==> src/rtl/grid_move_engine.sv <==
// Applies one 2048 slide/merge move to the 4x4 grid through a single cell port,
// and runs a full-grid scan to detect the game-over condition.
module grid_move_engine #(
    parameter int SCORE_W = 16,
    parameter int WIN_EXP = 11
) (
    input  logic               clk,
    input  logic               rst,
    input  logic               start,
    input  logic               op,
    input  logic [1:0]         dir,
    output logic               busy,
    output logic               done,
    output logic               moved,
    output logic               win,
    output logic               no_moves,
    output logic [SCORE_W-1:0] score_add,
    output logic [3:0]         cell_addr,
    input  logic [3:0]         cell_rdata,
    output logic               cell_we,
    output logic [3:0]         cell_wdata
);

    typedef enum logic [2:0] {
        S_IDLE  = 3'd0,
        S_READ  = 3'd1,
        S_MERGE = 3'd2,
        S_WRITE = 3'd3,
        S_SCAN  = 3'd4,
        S_DONE  = 3'd5
    } state_t;

    state_t      state_r;
    logic [1:0]  dir_r;
    logic [1:0]  line_r;
    logic [1:0]  pos_r;
    logic [3:0]  line_buf_r [4];
    logic [3:0]  out_r      [4];
    logic [3:0]  prev_row_r [4];
    logic        possible_r;

    logic [3:0]  cmp_s [5];
    logic [3:0]  out_s [4];
    logic [2:0]  n_s;
    logic [1:0]  j_s;
    logic        skip_s;
    logic [31:0] merge_score_s;
    logic        merge_win_s;
    logic        merge_moved_s;
    logic        scan_hit_s;

    // Position k = 0 is always the edge the tiles slide toward.
    function automatic logic [3:0] map_addr(input logic [1:0] d, input logic [1:0] l,
                                            input logic [1:0] k);
        logic [3:0] a_v;
        case (d)
            2'd0:    a_v = {l, k};
            2'd1:    a_v = {l, 2'd3 - k};
            2'd2:    a_v = {k, l};
            2'd3:    a_v = {2'd3 - k, l};
            default: a_v = 4'd0;
        endcase
        return a_v;
    endfunction

    function automatic logic [SCORE_W-1:0] sat_add(input logic [SCORE_W-1:0] a,
                                                   input logic [31:0] b);
        logic [32:0] sum_v;
        sum_v = 33'(a) + 33'(b);
        if (sum_v > 33'({SCORE_W{1'b1}})) begin
            return {SCORE_W{1'b1}};
        end else begin
            return sum_v[SCORE_W-1:0];
        end
    endfunction

    // Compact, pairwise-merge and refill one captured line.
    always_comb begin
        for (int i = 0; i < 5; i++) cmp_s[i] = 4'd0;
        for (int i = 0; i < 4; i++) out_s[i] = 4'd0;
        n_s           = 3'd0;
        j_s           = 2'd0;
        skip_s        = 1'b0;
        merge_score_s = 32'd0;
        merge_win_s   = 1'b0;
        merge_moved_s = 1'b0;
        for (int i = 0; i < 4; i++) begin
            if (line_buf_r[i] != 4'd0) begin
                cmp_s[n_s] = line_buf_r[i];
                n_s        = n_s + 3'd1;
            end else begin
                n_s = n_s;
            end
        end
        // Exponent 15 cannot grow further, so such tiles are left unmerged.
        for (int i = 0; i < 4; i++) begin
            if (skip_s) begin
                skip_s = 1'b0;
            end else if (cmp_s[i] == 4'd0) begin
                skip_s = 1'b0;
            end else if ((cmp_s[i] == cmp_s[i+1]) && (cmp_s[i] != 4'hF)) begin
                out_s[j_s]    = cmp_s[i] + 4'd1;
                merge_score_s = merge_score_s + (32'd1 << (cmp_s[i] + 4'd1));
                if ((5'(cmp_s[i]) + 5'd1) >= 5'(WIN_EXP)) begin
                    merge_win_s = 1'b1;
                end else begin
                    merge_win_s = merge_win_s;
                end
                skip_s = 1'b1;
                j_s    = j_s + 2'd1;
            end else begin
                out_s[j_s] = cmp_s[i];
                j_s        = j_s + 2'd1;
            end
        end
        for (int i = 0; i < 4; i++) begin
            if (out_s[i] != line_buf_r[i]) begin
                merge_moved_s = 1'b1;
            end else begin
                merge_moved_s = merge_moved_s;
            end
        end
    end

    // Scan: in raster order prev_row_r[col-1] already holds the left neighbour.
    always_comb begin
        scan_hit_s = 1'b0;
        if (cell_rdata == 4'd0) begin
            scan_hit_s = 1'b1;
        end else if ((pos_r != 2'd0) && (cell_rdata == prev_row_r[pos_r - 2'd1])) begin
            scan_hit_s = 1'b1;
        end else if ((line_r != 2'd0) && (cell_rdata == prev_row_r[pos_r])) begin
            scan_hit_s = 1'b1;
        end else begin
            scan_hit_s = 1'b0;
        end
    end

    // Command sequencer with all outputs registered.
    always_ff @(posedge clk or negedge rst) begin
        if (!rst) begin
            state_r    <= S_IDLE;
            dir_r      <= 2'd0;
            line_r     <= 2'd0;
            pos_r      <= 2'd0;
            possible_r <= 1'b0;
            for (int i = 0; i < 4; i++) begin
                line_buf_r[i] <= 4'd0;
                out_r[i]      <= 4'd0;
                prev_row_r[i] <= 4'd0;
            end
            busy       <= 1'b0;
            done       <= 1'b0;
            moved      <= 1'b0;
            win        <= 1'b0;
            no_moves   <= 1'b0;
            score_add  <= {SCORE_W{1'b0}};
            cell_addr  <= 4'd0;
            cell_we    <= 1'b0;
            cell_wdata <= 4'd0;
        end else begin
            case (state_r)
                S_IDLE: begin
                    done    <= 1'b0;
                    cell_we <= 1'b0;
                    if (start) begin
                        busy      <= 1'b1;
                        line_r    <= 2'd0;
                        pos_r     <= 2'd0;
                        moved     <= 1'b0;
                        win       <= 1'b0;
                        no_moves  <= 1'b0;
                        score_add <= {SCORE_W{1'b0}};
                        if (!op) begin
                            dir_r     <= dir;
                            cell_addr <= map_addr(dir, 2'd0, 2'd0);
                            state_r   <= S_READ;
                        end else begin
                            cell_addr  <= 4'd0;
                            possible_r <= 1'b0;
                            state_r    <= S_SCAN;
                        end
                    end else begin
                        busy <= 1'b0;
                    end
                end
                S_READ: begin
                    line_buf_r[pos_r] <= cell_rdata;
                    if (pos_r == 2'd3) begin
                        pos_r   <= 2'd0;
                        state_r <= S_MERGE;
                    end else begin
                        pos_r     <= pos_r + 2'd1;
                        cell_addr <= map_addr(dir_r, line_r, pos_r + 2'd1);
                    end
                end
                S_MERGE: begin
                    out_r      <= out_s;
                    moved      <= moved | merge_moved_s;
                    win        <= win | merge_win_s;
                    score_add  <= sat_add(score_add, merge_score_s);
                    cell_addr  <= map_addr(dir_r, line_r, 2'd0);
                    cell_wdata <= out_s[0];
                    cell_we    <= (out_s[0] != line_buf_r[0]);
                    pos_r      <= 2'd0;
                    state_r    <= S_WRITE;
                end
                S_WRITE: begin
                    if (pos_r == 2'd3) begin
                        cell_we <= 1'b0;
                        pos_r   <= 2'd0;
                        if (line_r == 2'd3) begin
                            done    <= 1'b1;
                            state_r <= S_DONE;
                        end else begin
                            line_r    <= line_r + 2'd1;
                            cell_addr <= map_addr(dir_r, line_r + 2'd1, 2'd0);
                            state_r   <= S_READ;
                        end
                    end else begin
                        pos_r      <= pos_r + 2'd1;
                        cell_addr  <= map_addr(dir_r, line_r, pos_r + 2'd1);
                        cell_wdata <= out_r[pos_r + 2'd1];
                        cell_we    <= (out_r[pos_r + 2'd1] != line_buf_r[pos_r + 2'd1]);
                    end
                end
                S_SCAN: begin
                    prev_row_r[pos_r] <= cell_rdata;
                    if ({line_r, pos_r} == 4'd15) begin
                        no_moves <= ~(possible_r | scan_hit_s);
                        done     <= 1'b1;
                        state_r  <= S_DONE;
                    end else begin
                        possible_r      <= possible_r | scan_hit_s;
                        {line_r, pos_r} <= {line_r, pos_r} + 4'd1;
                        cell_addr       <= {line_r, pos_r} + 4'd1;
                    end
                end
                S_DONE: begin
                    done    <= 1'b0;
                    busy    <= 1'b0;
                    state_r <= S_IDLE;
                end
                default: begin
                    busy    <= 1'b0;
                    done    <= 1'b0;
                    cell_we <= 1'b0;
                    state_r <= S_IDLE;
                end
            endcase
        end
    end

endmodule

==> config.mk <==
export PLATFORM = sky130hd
export DESIGN_NAME = grid_move_engine
export DESIGN_NICKNAME = d
export VERILOG_FILES = /design/src/rtl/grid_move_engine.sv
export SDC_FILE = /design/constraint.sdc
export NUM_CORES = 1
export LEC_CHECK = 0
export CORE_MARGIN = 4
export CORE_UTILIZATION = 55
export DETAILED_ROUTE_END_ITERATION = 12
export GPL_TIMING_DRIVEN = 0
export PLACE_DENSITY_LB_ADDON = 0.12
export SYNTH_ARGS = -nofsm -noshare
export SYNTH_HDL_FRONTEND = slang
export SYNTH_SLANG_ARGS = --single-unit
==> constraint.sdc <==
create_clock -name clk -period 14.5 [get_ports clk]
set_input_delay 2.175 -clock clk [delete_from_list [all_inputs] [get_ports clk]]
set_output_delay 2.175 -clock clk [all_outputs]
set_load 0.01 [all_outputs]
==> summary.md, run 1 <==
| Metric | Value |
|---|---|
| Worst Hold Class | flip-flop to flip-flop |
| Crit end category | flip-flop |
| Setup Fix Bufs, Post-CTS | 0 |
| Total grt overflow | 0 |
| Chip width | between 100 and 150 um |
| Antenna violations before repair | 0 |
| Fin. Hold Viols | 0 |
| Clock Pin Slew Worst Setup and Hold Paths | ~0.07 ns |
| CP Capture Point | score_add[12] |
| CTS tree | done |
| Detail Route Antenna Nets | 0 |
| Hpwl dp | approximately 24 mm |
| DR pass1 iterations | 6 |
| GRT Total Usage | between 20% and 30% |
| Vias per inst | 6.20 |
| Top cell type's share of synthesized area | roughly a fifth |
| CTS root buf | clkbuf_16 |
| Ranking of synthesized cells by area | dfrtp_1 20%, ha_1 12%, xnor2_1 5.9% |
| R2r startpoint | line_buf_r[5] |
| Vias post-DR | between 10000 and 15000 |
| DRC | 0 |
| Io pins | 40 |
| CORE AREA | 19500 sq um |
| Starting Density | between 50 and 60% |
| Hold_buf cts | 0 |
| H-tree Lvls | 3 |
| Post-synth EDFFs | 0 |
| Setup repair after global routing missed its margin | false |
| Max clock buf depth | 2 |
| Number of buffers added on ports | 39 |
| Worst Reg-to-Reg Cells | 48 |
| Slew Viols, Final | 0 |
| Reg-to-Reg End | score_add[12] |
| Critical Path RT | 14.69 ns |
| Tcrit/Tclk final | around 83% |
| Tmin final | about 12 ns |
| Worst-Skew Late Latency | 0.35 ns |
| Netlist cell types | 89 |
| CP max-delay cell | or4_1 |
| Net Count, Synth | 1465 |
| Global-route wire length before repair | 50.9 mm |
| Die Area | around 22000 sq um |
| Worst reg2reg setup slack | approximately 2.5 ns |
| Synth cell count leaders | 118 x a21oi_1, 113 x nor2_1, 107 x nand2_1 |
| Sink Count | slightly below 90 |
| GP Congestion | 0.955 |
| Top FF cell, synth | dfrtp_1 |
| Ant. Diodes | 0 |
| Synth area leader | dfrtp_1 |
| Max_slew headroom | between 30% and 40% |
| Crit path largest cell delay | ~0.64 ns |
| Count leader, synth | a21oi_1 |
| Maxcap violations | 0 |
| Total Neg Setup Slack | 0 ns |
| CTS resizes | 0 |
| #FFs+latches synth | approximately 90 |
| Rows | 51 |
| Final Skew | ~0.013 ns |
| Crit start category | flip-flop |
| Mapped Cells | between 1000 and 1500 |
| Seq/Total Area, Yosys | about a fifth |
| Max Clock Freq | slightly above 80 MHz |
| Initial detailed-routing violation count | 883 |
| Layout area overhead | 9.46% |
| Ys Warns | 0 |
| Die height | about 150 um |
| CTS buffer count | 9 |
| Total wire length | 31.0 mm |
| Share of flip-flops with an asynchronous set or reset | 100% |
| Final core utilization | 61.4% |
| Status | finished, final reports clean |
| Worst setup path startpoint | line_buf_r[5] |
| Crit Path Category | flip-flop to flip-flop |
| Slew @ Worst Pin | 0.987 ns |
| Nets | ~1500 |
| Netlist Area Pre-Place | approximately 11000 sq um |
| Vias in the first global route | 9904 |
| Layout cell share with drive strength beyond 1 | 8.90% |
| Largest net degree at the start of global routing | 60 |
| Arrival @ worst endpoint | between 10 and 15 ns |
| Post-Syn Area per Cell | slightly above 8 sq um |
| CP max FO | 10 |
| Final setup violation count | 0 |
| WL/cell | 18.6 um |
[sequential cells by signal, indices dropped and copies added (netlist names), 2 cells and up]
signal / count
state_r: 3
line_buf_r: 16
pos_r: 2
cell_wdata: 4
score_add: 16
cell_addr: 4
out_r: 16
line_r: 2
prev_row_r: 16
dir_r: 2
[placed cells by master, fill, tap and decap left out, drive strengths merged, types with 6 or more instances in the layout]
master	n
o21ai	86
nand3	34
mux4	16
a21oi	118
o21a	9
ha	101
o21bai	12
a211oi	6
a22oi	9
nand2b	12
xor2	30
nand4	6
nand2	107
clkbuf	67
o211ai	14
nor4	8
a22o	6
nor3	36
and2	37
nor2	115
clkdlybuf4s50	38
o31ai	8
a31oi	14
mux2i	17
xnor2	74
dfrtp	88
nor2b	13
mux2	41
o22ai	10
a21boi	7
and3	47
a41oi	15
inv	62
a21o	32
buf	20
[worst max-delay path, delay by kind of cell, from the launching register on]
| kind | cells | cell delay [ns] |
|---|---|---|
| AND/OR/NAND/NOR | 11 | 2.72 |
| multiplexers | 1 | 0.25 |
| flip-flops | 1 | 0.40 |
| AO/OA/AOI/OAI | 19 | 4.34 |
| XOR/XNOR | 3 | 0.49 |
| adder cells (fa/ha/maj) | 7 | 2.33 |
| buffers and inverters | 7 | 1.31 |
[worst min path at each step]
stage | startpoint | end | slack, ns | depth (start not counted)
finish | out_r[5] | out_r[5] | 0.47 | 2
global route | done | done | 0.50 | 2
detailed placement | out_r[2] | out_r[2] | 0.47 | 2
CTS | out_r[5] | out_r[5] | 0.48 | 2
global placement | out_r[5] | out_r[5] | 0.46 | 2
floorplan | out_r[5] | out_r[5] | 0.43 | 2
[per-layer routing]
layer / global-route usage (%) / part of all wire (%) / up-vias
li1: - / - / 5017
met1: 39.6 / 45 / 4977
met2: 45.9 / 47 / 309
met3: 3.43 / 5.9 / 48
met4: 6.50 / 2.0 / 0
met5: 0 / 0 / -
[cell type report]
| type | count | area [sq um] |
|---|---|---|
| multi-input cells | 1127 | 8200 |
| repair buffers | 40 | 415 |
| well taps | 265 | 332 |
| fillers | 1772 | 7540 |
| inverters | 59 | 221 |
| flip-flops and latches | 88 | 2200 |
| plain buffers | 75 | 328 |
| clock buffers | 10 | 229 |
| clock inverters | 6 | 60.1 |
[stage by stage]
stage / setup slack (ns) / hold WS (ns) / instance area, sq um / instances
5_1_grt: 1.48 / 0.499 / 12000 / 1670
3_5_place_dp: 2.58 / 0.466 / 11700 / 1654
2_1_floorplan: 4.40 / 0.434 / 11000 / 1349
6_report: 2.47 / 0.472 / 12000 / 1670
4_1_cts: 2.52 / 0.479 / 12000 / 1670
3_3_place_gp: 2.91 / 0.460 / 11700 / 1653
[logic make-up (layout without fill, tap and decap cells)]
group / count (synthesis) / count (layout) / synth area share (%)
DFF: 88 / 88 / 20.1
xor gates and xnor gates: 104 / 104 / 8.32
buffers and inverters: 134 / 190 / 5.02
muxes: 74 / 74 / 9.36
adders and majority gates: 106 / 106 / 12.5
and+or+nand+nor: 446 / 446 / 20.2
AOI/OAI and AO/OA: 397 / 397 / 24.5
Power of run 1 is left out: the tool's default activity adds up to more than one toggle a clock period on the data nets, which glitch-free logic cannot reach.
==> run 2: changes to the inputs <==
==> constraint.sdc (replaced) <==
create_clock -name clk -period 10.2 [get_ports clk]
set_input_delay 1.53 -clock clk [delete_from_list [all_inputs] [get_ports clk]]
set_output_delay 1.53 -clock clk [all_outputs]
set_load 0.01 [all_outputs]
==> summary.md, run 2 (synthesized netlist as in run 1, its figures left out) <==
| Metric | Value |
|---|---|
| Status | finished, final reports clean |
| Worst-Skew Late Latency | about 0.34 ns |
| GRT Total Usage | 28.1% |
| Layout cell share with drive strength beyond 1 | around 14% |
| Vias in the first global route | 9955 |
| Crit path largest cell delay | approximately 0.54 ns |
| Tmin final | between 9 and 10 ns |
| Initial detailed-routing violation count | about 870 |
| CP max-delay cell | fa_1 |
| CTS root buf | clkbuf_16 |
| CP bufs+invs | 7 |
| Layout area overhead | 14.2% |
| Detail Route Antenna Nets | 0 |
| DR pass1 iterations | 6 |
| Vias per inst | a little over 6 |
| Hold_buf cts | 0 |
| H-tree Lvls | 3 |
| Fin. Hold Viols | 0 |
| Maxcap violations | 0 |
| Hpwl dp | ~24 mm |
| Nets | approximately 1500 |
| Critical Path RT | 10.38 ns |
| Pre-CTS setup slack | -1.72 ns |
| Sink Count | 88 |
| Total wire length | between 30 and 40 mm |
| Crit-path most repeated cell | ha_1 |
| Tcrit/Tclk final | between 90% and 100% |
| GP Congestion | roughly 0.95 |
| Top delay family on crit path | compound AO/OA/AOI/OAI gates |
| Max_slew headroom | approximately 34% |
| WL/cell | between 15 and 20 um |
| Ant. Diodes | 0 |
| Clock Pin Slew Worst Setup and Hold Paths | 0.07 ns |
| Die Area | around 22000 sq um |
| Global-route wire length before repair | slightly above 50 mm |
| Antenna violations before repair | 0 |
| Arrival @ worst endpoint | approximately 10 ns |
| CTS buffer count | 9 |
| Crit end category | flip-flop |
| Crit Path Category | flip-flop to flip-flop |
| Worst Hold Class | flip-flop to flip-flop |
| Largest net degree at the start of global routing | 60 |
| CP max FO | 10 |
| Final setup violation count | 0 |
| Die height | roughly 150 um |
| Slew @ Worst Pin | about 0.99 ns |
| Vias post-DR | roughly 11000 |
| Total grt overflow | 0 |
| Chip width | around 150 um |
| Final Skew | approximately 0.011 ns |
| Final WS setup | approximately 0.42 ns |
| Commonest cells after routing, fill and taps aside | 109 x nor2_1, 107 x a21oi_1, 104 x nand2_1 |
| Number of buffers added on ports | 39 |
| Slew Viols, Final | 0 |
| CTS tree | done |
| Io pins | 40 |
| Leading cell type in the layout, fill and taps excluded | nor2_1 |
| CORE AREA | approximately 20000 sq um |
| Max clock buf depth | 2 |
| Rows | between 50 and 60 |
| Crit start category | flip-flop |
| Max Clock Freq | slightly above 100 MHz |
| Starting Density | between 50% and 60% |
| DRC | 0 |
[run 2: cell types whose count changed in the layout (fill, tap and decap cells not counted), moves of 4 or more]
cell      change
ha_1          -4
a21oi_1      -11
nor2_1        -4
o21ai_1       +5
clkbuf_1      -9
a21oi_2      +11
buf_4        +33
o21ai_0       -8
[run 2: layout make-up]
cell class,instances,area (sq um)
multi-input cells,1128,8470
fillers,1732,7020
flip-flops and latches,88,2200
repair buffers,73,663
well taps,265,332
plain buffers,70,320
clock buffers,10,229
inverters,59,226
clock inverters,6,60.1
[run 2: metal layers]
metal | track usage [%] | wire length, um | vias to the layer above
li1 | - | - | 5078
met1 | 39.9 | 14300 | 5071
met2 | 46.1 | 14900 | 351
met3 | 3.40 | 1940 | 49
met4 | 6.73 | 654 | 0
met5 | 0 | 0 | -
[run 2: stage by stage]
step / instance area (sq um) / hold WS (ns) / setup TNS, ns / cells / util [%]
after floorplan: 11000 / 0.434 / 0 / 1349 / -
after global placement: 11700 / 0.460 / -21.28 / 1653 / 59.8
after detailed placement: 11700 / 0.466 / -26.33 / 1654 / 59.9
after CTS: 12100 / 0.479 / 0 / 1674 / 62.1
after global routing: 12500 / 0.499 / -0.0873 / 1699 / 64.0
final: 12500 / 0.472 / 0 / 1699 / 64.0
[run 2: timing repair]
| item | CTS | global route |
|---|---|---|
| setup endpoints to repair | 16 | 16 |
| gates resized for setup | 28 | 46 |
| hold endpoints to repair | 0 | 0 |
| cloned | 0 | 1 |
| buffers inserted | 8 | 25 |
| pin swaps | 6 | 16 |
[run 2: worst paths after layout]
kind	start	to	slack [ns]	cells past startpoint
worst max-delay path	line_buf_r[13]	score_add[12]	0.42	47
worst min-delay path	out_r[5]	out_r[5]	0.47	2
worst max register to register	line_buf_r[13]	score_add[12]	0.42	47
worst min register to register	out_r[5]	out_r[5]	0.47	2
max in group asynchronous	rst	line_buf_r[3]	8.43	2
min in group asynchronous	rst	score_add[11]	1.13	1
[run 2: worst register-to-register path: cells and delay by family (launching register included)]
family	cells	cell delay (ns)
adders and majority gates	7	2.39
muxes	1	0.22
and+or+nand+nor	12	2.05
buffers and inverters	7	1.05
xor gates and xnor gates	2	0.33
DFF	1	0.36
AOI/OAI and AO/OA	18	3.22
Power of run 2 is left out for the same reason.
==> run 3: changes to the inputs <==
--- a/config.mk
+++ b/config.mk
@@ -9,7 +9,7 @@
 export CORE_UTILIZATION = 55
 export DETAILED_ROUTE_END_ITERATION = 12
 export GPL_TIMING_DRIVEN = 0
-export PLACE_DENSITY_LB_ADDON = 0.12
+export PLACE_DENSITY = 0.86
 export SYNTH_ARGS = -nofsm -noshare
 export SYNTH_HDL_FRONTEND = slang
 export SYNTH_SLANG_ARGS = --single-unit
==> summary.md, run 3 (synthesized netlist as in run 1, its figures left out) <==
| Metric | Value |
|---|---|
| Status | finished, final reports clean |
| Hpwl dp | 24.3 mm |
| Die height | ~150 um |
| Final Skew | 0.0102 ns |
| Vias per inst | between 6 and 7 |
| Final core utilization | 63.8% |
| Io pins | 40 |
| Fin. Hold Viols | 0 |
| Final setup violation count | 0 |
| Die Area | 22200 sq um |
| Worst Reg-to-Reg Cells | 44 |
| CP Capture Point | score_add[12] |
| Slew Viols, Final | 0 |
| Initial detailed-routing violation count | slightly above 1000 |
| Commonest cells after routing, fill and taps aside | 110 x nor2_1, 110 x a21oi_1, 104 x nand2_1 |
| Hold_sp | out_r[5] |
| Vias post-DR | between 10000 and 15000 |
| GRT Total Usage | 28.4% |
| Ant. Diodes | 0 |
| Number of buffers added on ports | 39 |
| Crit Path Category | flip-flop to flip-flop |
| Crit end category | flip-flop |
| Max Clock Freq | about 100 MHz |
| Worst Hold Class | flip-flop to flip-flop |
| Worst reg2reg setup slack | ~0.34 ns |
| Chip width | about 150 um |
| Starting Density | between 50% and 60% |
| Non-Filler Instances | ~1700 |
| Clock Pin Slew Worst Setup and Hold Paths | 0.07 ns |
| Tmin final | 9.86 ns |
| Layout cell share with drive strength beyond 1 | between 10 and 15% |
| Hold_buf cts | 0 |
| Total grt overflow | 0 |
| CP max FO | 10 |
| Crit path largest cell delay | about 0.55 ns |
| Reg-to-Reg End | score_add[12] |
| WL/cell | ~19 um |
| DR pass1 iterations | 6 |
| Nets | around 1500 |
| Placed Cells incl. Taps | 1654 |
| CTS tree | done |
| Layout area overhead | 13.7% |
| R2r startpoint | line_buf_r[13] |
| H-tree Lvls | 3 |
| Maxcap violations | 0 |
| Worst-Skew Late Latency | ~0.35 ns |
| Vias in the first global route | 10463 |
| Crit start category | flip-flop |
| Area post-placement | roughly 12000 sq um |
| CTS root buf | clkbuf_16 |
| CORE AREA | ~20000 sq um |
| GP Congestion | around 0.99 |
| Tcrit/Tclk final | a little over nine tenths |
| Sink Count | 88 |
| Rows | 51 |
| Global-route wire length before repair | about 52 mm |
| Total wire length | ~32 mm |
| Crit-path most repeated cell | a21oi_1 |
| Arrival @ worst endpoint | 10.05 ns |
| Slew @ Worst Pin | ~0.94 ns |
| Detail Route Antenna Nets | 0 |
| DRC | 0 |
| Largest net degree at the start of global routing | 75 |
| Fin area | 12400 sq um |
| Max clock buf depth | 2 |
| CTS buffer count | 9 |
| Max_slew headroom | a little under two fifths |
| Antenna violations before repair | 0 |
| CP max-delay cell | a211oi_4 |
| Worst setup path startpoint | line_buf_r[13] |
| Critical Path RT | between 10 and 15 ns |
run 3: cell count changes in the layout (fill, tap and decap cells not counted), moves of 2 or more:
| cell | change |
|---|---|
| bufinv_16 | +2 |
| o21ai_0 | +2 |
| clkbuf_1 | -3 |
| a21oi_1 | +3 |
| xor2_2 | -2 |
| buf_4 | -4 |
| xor2_1 | +2 |
| a21oi_2 | -3 |
| xnor2_2 | +2 |
| xnor2_1 | -2 |
| inv_6 | -3 |
run 3: cell type report:
type	count	area, sq um
timing repair buffer	68	626
clock inverter	6	90.1
multi-input combinational	1127	8420
sequential	88	2200
buffer	69	314
fill	1661	7080
tap	265	332
clock buffer	10	239
inverter	59	226
run 3: worst max-delay path, delay by kind of cell, from the launching register on:
family                   cells  cell delay [ns]
AO/OA/AOI/OAI               21             4.42
XOR/XNOR                     2             0.27
adder cells (fa/ha/maj)      5             1.70
buffers and inverters        8             1.46
flip-flops                   1             0.36
multiplexers                 1             0.23
AND/OR/NAND/NOR              7             1.23
run 3: worst min path at each step:
stage,slack (ns),to,cells past startpoint
detailed placement,0.45,out_r[5],2
global route,0.50,out_r[7],2
finish,0.48,out_r[5],2
global placement,0.45,out_r[5],2
floorplan,0.43,out_r[5],2
CTS,0.47,out_r[5],2
run 3: per-stage QoR:
| step | setup TNS [ns] | setup slack (ns) | hold WS, ns |
|---|---|---|---|
| floorplan | 0 | 0.100 | 0.434 |
| global placement | -18.43 | -1.20 | 0.446 |
| detailed placement | -23.15 | -1.51 | 0.455 |
| CTS | 0 | 0.0281 | 0.468 |
| global route | -0.515 | -0.0716 | 0.497 |
| finish | 0 | 0.343 | 0.478 |
run 3: routing by layer:
layer | share of wire [%] | track usage [%] | vias to the layer above
li1 | - | - | 5079
met1 | 40 | 37.2 | 5145
met2 | 48 | 48.4 | 547
met3 | 7.4 | 2.64 | 124
met4 | 4.6 | 11.6 | 0
met5 | 0 | 0 | -
run 3: what timing repair did:
action,in CTS,in global routing
pin swaps,5,13
setup endpoints to repair,16,16
setup buffers,6,22
gates resized for setup,27,35
Power of run 3 is left out for the same reason.
